**src/rtl/vec_dot_sequencer_pkg.sv**
```systemverilog
// Shared definitions for the dot-product sequencer and its lane packer:
// the sequencer state encoding, the default vector geometry used by the PE,
// and a counter-width helper that stays sane for single-lane vectors.
package vec_pkg;

    typedef enum logic [1:0] {
        FILL  = 2'd0,
        ISSUE = 2'd1,
        WAIT  = 2'd2,
        OUT   = 2'd3
    } seq_state_e;

    localparam int VEC_C       = 8;
    localparam int VEC_W_X     = 8;
    localparam int VEC_W_K     = 8;
    localparam int VEC_TIMEOUT = 16;

    // Ceiling log2 that returns 0 for n <= 1, so callers add 1 to get a width.
    function automatic int clog2_safe(input int n);
        int r;
        r = 0;
        for (int i = 0; i < 31; i++) begin
            if ((1 << i) < n) begin
                r = i + 1;
            end
        end
        return r;
    endfunction

endpackage

```
**src/rtl/vec_dot_sequencer_lane_packer.sv**
```systemverilog
// Serial-to-parallel lane register file for the dot-product sequencer.
// Writes one (x, k) pair into the lane selected by wr_idx; when pad is set
// with the write, every lane above wr_idx is zeroed in the same cycle.
// clear wipes all lanes once a result has been handed off.
module vec_lane_packer
    import vec_pkg::*;
#(
    parameter int C   = VEC_C,
    parameter int W_X = VEC_W_X,
    parameter int W_K = VEC_W_K,
    parameter int CW  = clog2_safe(VEC_C) + 1
) (
    input  logic             clk,
    input  logic             rst_n,
    input  logic             wr_en,
    input  logic [CW-1:0]    wr_idx,
    input  logic [W_X-1:0]   wr_x,
    input  logic [W_K-1:0]   wr_k,
    input  logic             pad,
    input  logic             clear,
    output logic [C*W_X-1:0] lanes_x,
    output logic [C*W_K-1:0] lanes_k
);

    logic [C*W_X-1:0] x_q;
    logic [C*W_K-1:0] k_q;

    // Lane storage: clear has priority, then the indexed write with optional padding.
    always_ff @(posedge clk or negedge rst_n) begin
        if (!rst_n) begin
            x_q <= '0;
            k_q <= '0;
        end else if (clear) begin
            x_q <= '0;
            k_q <= '0;
        end else if (wr_en) begin
            for (int i = 0; i < C; i++) begin
                if (CW'(i) == wr_idx) begin
                    x_q[i*W_X +: W_X] <= wr_x;
                    k_q[i*W_K +: W_K] <= wr_k;
                end else if (pad && (CW'(i) > wr_idx)) begin
                    x_q[i*W_X +: W_X] <= '0;
                    k_q[i*W_K +: W_K] <= '0;
                end
            end
        end
    end

    assign lanes_x = x_q;
    assign lanes_k = k_q;

endmodule

```
**src/rtl/vec_dot_sequencer.sv**
```systemverilog
// Dot-product sequencer: packs a serial (x, k) stream into C-lane vectors,
// holds pe_enable until the PE answers with pe_valid, captures pe_y and
// offers it on a valid/ready result port.
//
// Handshakes: a transfer happens on a rising edge where valid and ready are
// both 1; the source keeps its payload stable while valid && !ready, and
// ready never depends combinationally on valid.
//
// Optional macro VEC_DOT_SEQ_TIMEOUT_EN: abort a job after TIMEOUT cycles in
// WAIT with res_err = 1 and res_data = 0. Without it WAIT lasts until
// pe_valid and res_err is constant 0.
module vec_dot_sequencer
    import vec_pkg::*;
#(
    parameter int C       = VEC_C,
    parameter int W_X     = VEC_W_X,
    parameter int W_K     = VEC_W_K,
    parameter int TIMEOUT = VEC_TIMEOUT
) (
    input  logic             clk,
    input  logic             rst_n,
    input  logic             in_valid,
    output logic             in_ready,
    input  logic [W_X-1:0]   in_x,
    input  logic [W_K-1:0]   in_k,
    input  logic             in_last,
    output logic             pe_enable,
    output logic [C*W_X-1:0] pe_x,
    output logic [C*W_K-1:0] pe_k,
    input  logic             pe_valid,
    input  logic [W_X-1:0]   pe_y,
    output logic             res_valid,
    input  logic             res_ready,
    output logic [W_X-1:0]   res_data,
    output logic             res_err
);

    localparam int            CW       = clog2_safe(C) + 1;
    localparam logic [CW-1:0] LAST_IDX = CW'(C - 1);

    seq_state_e     state;
    seq_state_e     state_d;
    logic [CW-1:0]  cnt;
    logic [CW-1:0]  cnt_d;
    logic [W_X-1:0] res_data_q;
    logic [W_X-1:0] res_data_d;
    logic           wr_en;
    logic           clear;
    logic           timeout_hit;

    // Outputs are plain decodes of the state register, so a reset drops
    // pe_enable immediately and nothing depends on in_valid combinationally.
    assign in_ready  = (state == FILL);
    assign pe_enable = (state == ISSUE) || (state == WAIT);
    assign res_valid = (state == OUT);
    assign res_data  = res_data_q;

`ifdef VEC_DOT_SEQ_TIMEOUT_EN
    localparam int TW = clog2_safe(TIMEOUT) + 1;

    logic [TW-1:0] wait_cnt;
    logic          res_err_q;

    assign timeout_hit = (wait_cnt == TW'(TIMEOUT - 1));
    assign res_err     = res_err_q;

    // Cycles spent in WAIT; restarts from zero on every entry.
    always_ff @(posedge clk or negedge rst_n) begin
        if (!rst_n) begin
            wait_cnt <= '0;
        end else if (state == WAIT) begin
            wait_cnt <= wait_cnt + TW'(1);
        end else begin
            wait_cnt <= '0;
        end
    end

    // Error flag: set on abort, cleared when the result is accepted.
    always_ff @(posedge clk or negedge rst_n) begin
        if (!rst_n) begin
            res_err_q <= 1'b0;
        end else if ((state == WAIT) && !pe_valid && timeout_hit) begin
            res_err_q <= 1'b1;
        end else if ((state == OUT) && res_ready) begin
            res_err_q <= 1'b0;
        end
    end
`else
    logic unused_timeout;

    assign unused_timeout = (TIMEOUT != 0);
    assign timeout_hit    = 1'b0;
    assign res_err        = 1'b0;
`endif

    // State, lane counter and captured result registers.
    always_ff @(posedge clk or negedge rst_n) begin
        if (!rst_n) begin
            state      <= FILL;
            cnt        <= '0;
            res_data_q <= '0;
        end else begin
            state      <= state_d;
            cnt        <= cnt_d;
            res_data_q <= res_data_d;
        end
    end

    // Next-state logic; pe_valid outside WAIT is deliberately ignored.
    always_comb begin
        state_d    = state;
        cnt_d      = cnt;
        res_data_d = res_data_q;
        wr_en      = 1'b0;
        clear      = 1'b0;
        case (state)
            FILL: begin
                if (in_valid) begin
                    wr_en = 1'b1;
                    cnt_d = cnt + CW'(1);
                    if ((cnt == LAST_IDX) || in_last) begin
                        state_d = ISSUE;
                    end
                end
            end
            ISSUE: begin
                state_d = WAIT;
            end
            WAIT: begin
                if (pe_valid) begin
                    res_data_d = pe_y;
                    state_d    = OUT;
                end else if (timeout_hit) begin
                    res_data_d = '0;
                    state_d    = OUT;
                end
            end
            OUT: begin
                if (res_ready) begin
                    clear   = 1'b1;
                    cnt_d   = '0;
                    state_d = FILL;
                end
            end
            default: begin
                state_d = FILL;
            end
        endcase
    end

    vec_lane_packer #(
        .C   (C),
        .W_X (W_X),
        .W_K (W_K),
        .CW  (CW)
    ) u_packer (
        .clk     (clk),
        .rst_n   (rst_n),
        .wr_en   (wr_en),
        .wr_idx  (cnt),
        .wr_x    (in_x),
        .wr_k    (in_k),
        .pad     (in_last),
        .clear   (clear),
        .lanes_x (pe_x),
        .lanes_k (pe_k)
    );

endmodule

```
**config.mk**
```make
export PLATFORM = sky130hd
export DESIGN_NAME = vec_dot_sequencer
export DESIGN_NICKNAME = d
export VERILOG_FILES = /design/src/rtl/vec_dot_sequencer_pkg.sv /design/src/rtl/vec_dot_sequencer_lane_packer.sv /design/src/rtl/vec_dot_sequencer.sv
export SDC_FILE = /design/constraint.sdc
export NUM_CORES = 1
export LEC_CHECK = 0
export CORE_UTILIZATION = 33
export DETAILED_ROUTE_END_ITERATION = 10
export MAX_ROUTING_LAYER = met4
export PLACE_DENSITY = 0.7
export SLEW_MARGIN = 20
export SYNTH_ARGS = -nofsm -noshare
export SYNTH_HDL_FRONTEND = slang
export SYNTH_SLANG_ARGS = --single-unit
export TNS_END_PERCENT = 5
```
**constraint.sdc**
```tcl
create_clock -name clk -period 1.9 [get_ports clk]
set_clock_uncertainty 0.1 [all_clocks]
set_input_delay 0.19 -clock clk [delete_from_list [all_inputs] [get_ports clk]]
set_output_delay 0.19 -clock clk [all_outputs]
set_load 0.005 [all_outputs]
```
==> impl_metrics.toml <==
[status]
status = "finished, violations left"
violations = "negative setup slack"

[drt]
routed_wirelength_um = 17800
dr.pass1.iters = 5
maxUsedRoutingLayer = "met4"
wl_met2_um = 8820
drcViolationCount = 0
num_vias = 4601
wl_met3_um = 1000
antenna_left = 0
dr.first_iter.drc_count = 344
wire_per_inst_um = 20.1
via_per_inst = 5.19
drt-met1-wl_um = 7650

[critical_path]
cpLargestDelayFamily = "simple AND/OR/NAND/NOR gates"
start_kind = "register"
cp.buffers_inverters = 3
cp_cell_sequence = "inv_2, ha_4, nand3b_1, buf_4, or4_1, buf_6, nand2_1, a21oi_1"
worstSetupPathType = "register to register"
worstPathRequired_ns = 2.08
slowest_delay_ns = 0.49
worstSetupEndpointType = "register"
crit_path_top_delay_cell = "or4_1"
crit_path_max_fanout = 16
arrival_ns = 2.15

[clock_network]
cts_max_level = 4
root_buffer = "clkbuf_16"
cts.clk_slew.worst_paths_ns = 0.06
cts_buffers = 17
cts.sinks = 142
cts_tree = "built"
insertion_delay_ns = 0.41
cts_max_path_buffers = 2

[sta]
relSlewSlack = 0.609
rsz0062_at_grt = "true"
fin_ws_ns = -0.0658
finalHoldViolCount = 0
tightest_slew_ns = 0.584
finalCriticalPeriod_ns = 1.97
fin_crit_sh = 1.03
setup_viol = 17
timing.fmax_ghz = 0.509
maxSlewViolCount = 0

[power]
pwr-share-comb = 0.324
p_seq_frac = 0.350
powerDensity_mw_per_mm2 = 1290
vdd_ir_drop_max_mv = 0.785
p_clk_frac = 0.326
cellLeakagePower_nw = 3.84
power_switching_mw = 3.30
internal_power_mw = 7.80
p_sw_frac = 0.297

[logic_synthesis]
yosys.cell_types.count = 36
ys_ff_latch = 142
syn_inst = 461
synthesis.nets = 499
avgSynthCellArea_sq_um = 12.3
synth-edff-count = 0
yosys_warnings = 0
ys.flop_type = "dfrtp_1"
synth.cell_area_sq_mm = 0.00568
ys_seq_area_frac = 0.626
synthArstFlopShare = 1.00

[global_route]
grt_use_total = 0.212
grt-ovfl-total = 0
antenna_found_initial = 0
grt_pass1_wl_um = 27300
grt_pass1_vias = 4715
grt_max_degree = 60

[placement]
dpl.hpwl_um = 12200
placed_cell_area_sq_mm = 0.00782
post-place-ws_ns = -0.220
place.gp.congestion = 0.893
portBuffers = 168

[die]
io-pin-count = 170
dieArea_sq_mm = 0.0177
die_x_um = 133
initial_core_util = 0.340
coreArea_sq_mm = 0.0167
rows = 47
die_h_um = 133

[cells_and_area]
area_growth_syn_to_layout_pct = 51.9
drive_gt1_frac = 0.162
fin_nets = 692
final_common_cell = "clkdlybuf4s50_1"
multi_input_area_sq_mm = 0.00193
final.fill_count = 1442
final_cell_mix = "165 x clkdlybuf4s50_1, 142 x dfrtp_1, 98 x a22o_1, 52 x nand2_1, 38 x a21oi_1"
seq_area_sq_mm = 0.00355
num_antenna_cells = 0
fin_area_sq_mm = 0.00862

[hold_path]
hp-class = "input pin to async pin"

[flow_run]
maxCapViolCount = 0
cell families (layout without fill, tap and decap cells):
kind of cell	Yosys count	in the layout	share of synthesized area
AOI/OAI and AO/OA	149	149	0.201
adders and majority gates	8	8	0.0176
buffers and inverters	53	259	0.0467
DFF	142	142	0.626
muxes	11	11	0.0214
other	1	1	0.000660
and+or+nand+nor	97	97	0.0866
state kept, by name, indices dropped and copies added (netlist names):
register / flops
u_packer.lanes_k: 64
u_packer.lanes_x: 64
res_data: 8
state: 2
cnt: 4
routing by layer:
| metal | GRT usage | up-vias |
|---|---|---|
| met5 | - | - |
| met2 | 0.340 | 189 |
| met1 | 0.260 | 2333 |
| met3 | 0.0529 | 25 |
| met4 | 0.0745 | 0 |
| li1 | - | 2054 |
final timing paths:
check | slack [ns] | end | start | depth (start not counted)
max | -0.07 | u_packer.lanes_k[10]$_DFFE_PN0P_ | state[1]$_DFFE_PN0P_ | 8
min | 0.23 | res_data[6]$_DFFE_PN0P_ | rst_n | 2
max reg2reg | -0.07 | u_packer.lanes_k[10]$_DFFE_PN0P_ | state[1]$_DFFE_PN0P_ | 8
min reg2reg | 0.40 | u_packer.lanes_k[24]$_DFFE_PN0P_ | u_packer.lanes_k[24]$_DFFE_PN0P_ | 1
max in group asynchronous | 0.80 | u_packer.lanes_k[57]$_DFFE_PN0P_ | rst_n | 3
min in group clk | 0.29 | res_data[1]$_DFFE_PN0P_ | pe_y[1] | 2
worst reg2reg max path: stages (launching register included):
cell,delay [ns]
dfrtp_1,0.40
inv_2,0.08
ha_4,0.13
nand3b_1,0.12
buf_4,0.17
or4_1,0.49
buf_6,0.19
nand2_1,0.09
a21oi_1,0.06
repair_timing:
action | in CTS | in global routing
endpoints found under the hold margin | 57 | 0
gates resized for setup | 15 | 10
buffers inserted | 6 | 0
setup endpoints to repair | 98 | 115
pin swaps | 2 | 12
gates cloned | 1 | 0
hold buffers | 1 | 0
cell type report:
class | count | area share
well taps | 220 | 0.0319
clock inverters | 12 | 0.0221
repair buffers | 217 | 0.253
clock buffers | 20 | 0.0530
multi-input cells | 266 | 0.223
inverters | 10 | 0.00435
flip-flops and latches | 142 | 0.412
synthesized netlist by cell type, types with 2 or more instances:
| master | instances | area (sq um) |
|---|---|---|
| buf_4 | 5 | 37.5 |
| nor4_4 | 2 | 42.5 |
| nand2b_1 | 4 | 25.0 |
| ha_1 | 8 | 100 |
| mux2i_1 | 2 | 20.0 |
| a22o_1 | 98 | 858 |
| o21ai_0 | 2 | 10.0 |
| mux2_2 | 9 | 101 |
| nand3_1 | 17 | 85.1 |
| dfrtp_1 | 142 | 3550 |
| o22ai_1 | 2 | 12.5 |
| nand3b_1 | 2 | 15.0 |
| nor2_2 | 4 | 25.0 |
| buf_2 | 26 | 130 |
| a21oi_1 | 39 | 195 |
| nand2_1 | 53 | 199 |
| nor2_1 | 8 | 30.0 |
| clkbuf_1 | 9 | 33.8 |
| inv_1 | 10 | 37.5 |
| buf_6 | 2 | 22.5 |
| a21o_1 | 2 | 15.0 |
per-stage QoR:
stage	util	power (mW)	hold slack, ns	TNS, ns	instances
2_1_floorplan	-	5.41	-0.206	-2.27	461
3_3_place_gp	0.468	7.22	0.0959	-6.95	847
4_1_cts	0.514	11.1	0.228	-0.713	887
6_report	0.516	11.1	0.225	-0.732	887
3_5_place_dp	0.468	7.35	0.106	-13.54	847
5_1_grt	0.516	11.6	0.267	-6.03	887
power by group through the flow:
stage | Combinational [mW] | Clock [mW] | Sequential (mW)
after floorplan | 1.49 | 0 | 3.92
after global placement | 3.33 | 0 | 3.90
after detailed placement | 3.44 | 0 | 3.92
after CTS | 3.57 | 3.69 | 3.87
after global routing | 3.87 | 3.82 | 3.93
final | 3.60 | 3.62 | 3.89
No activity file was read; power rests on OpenSTA's default activity.
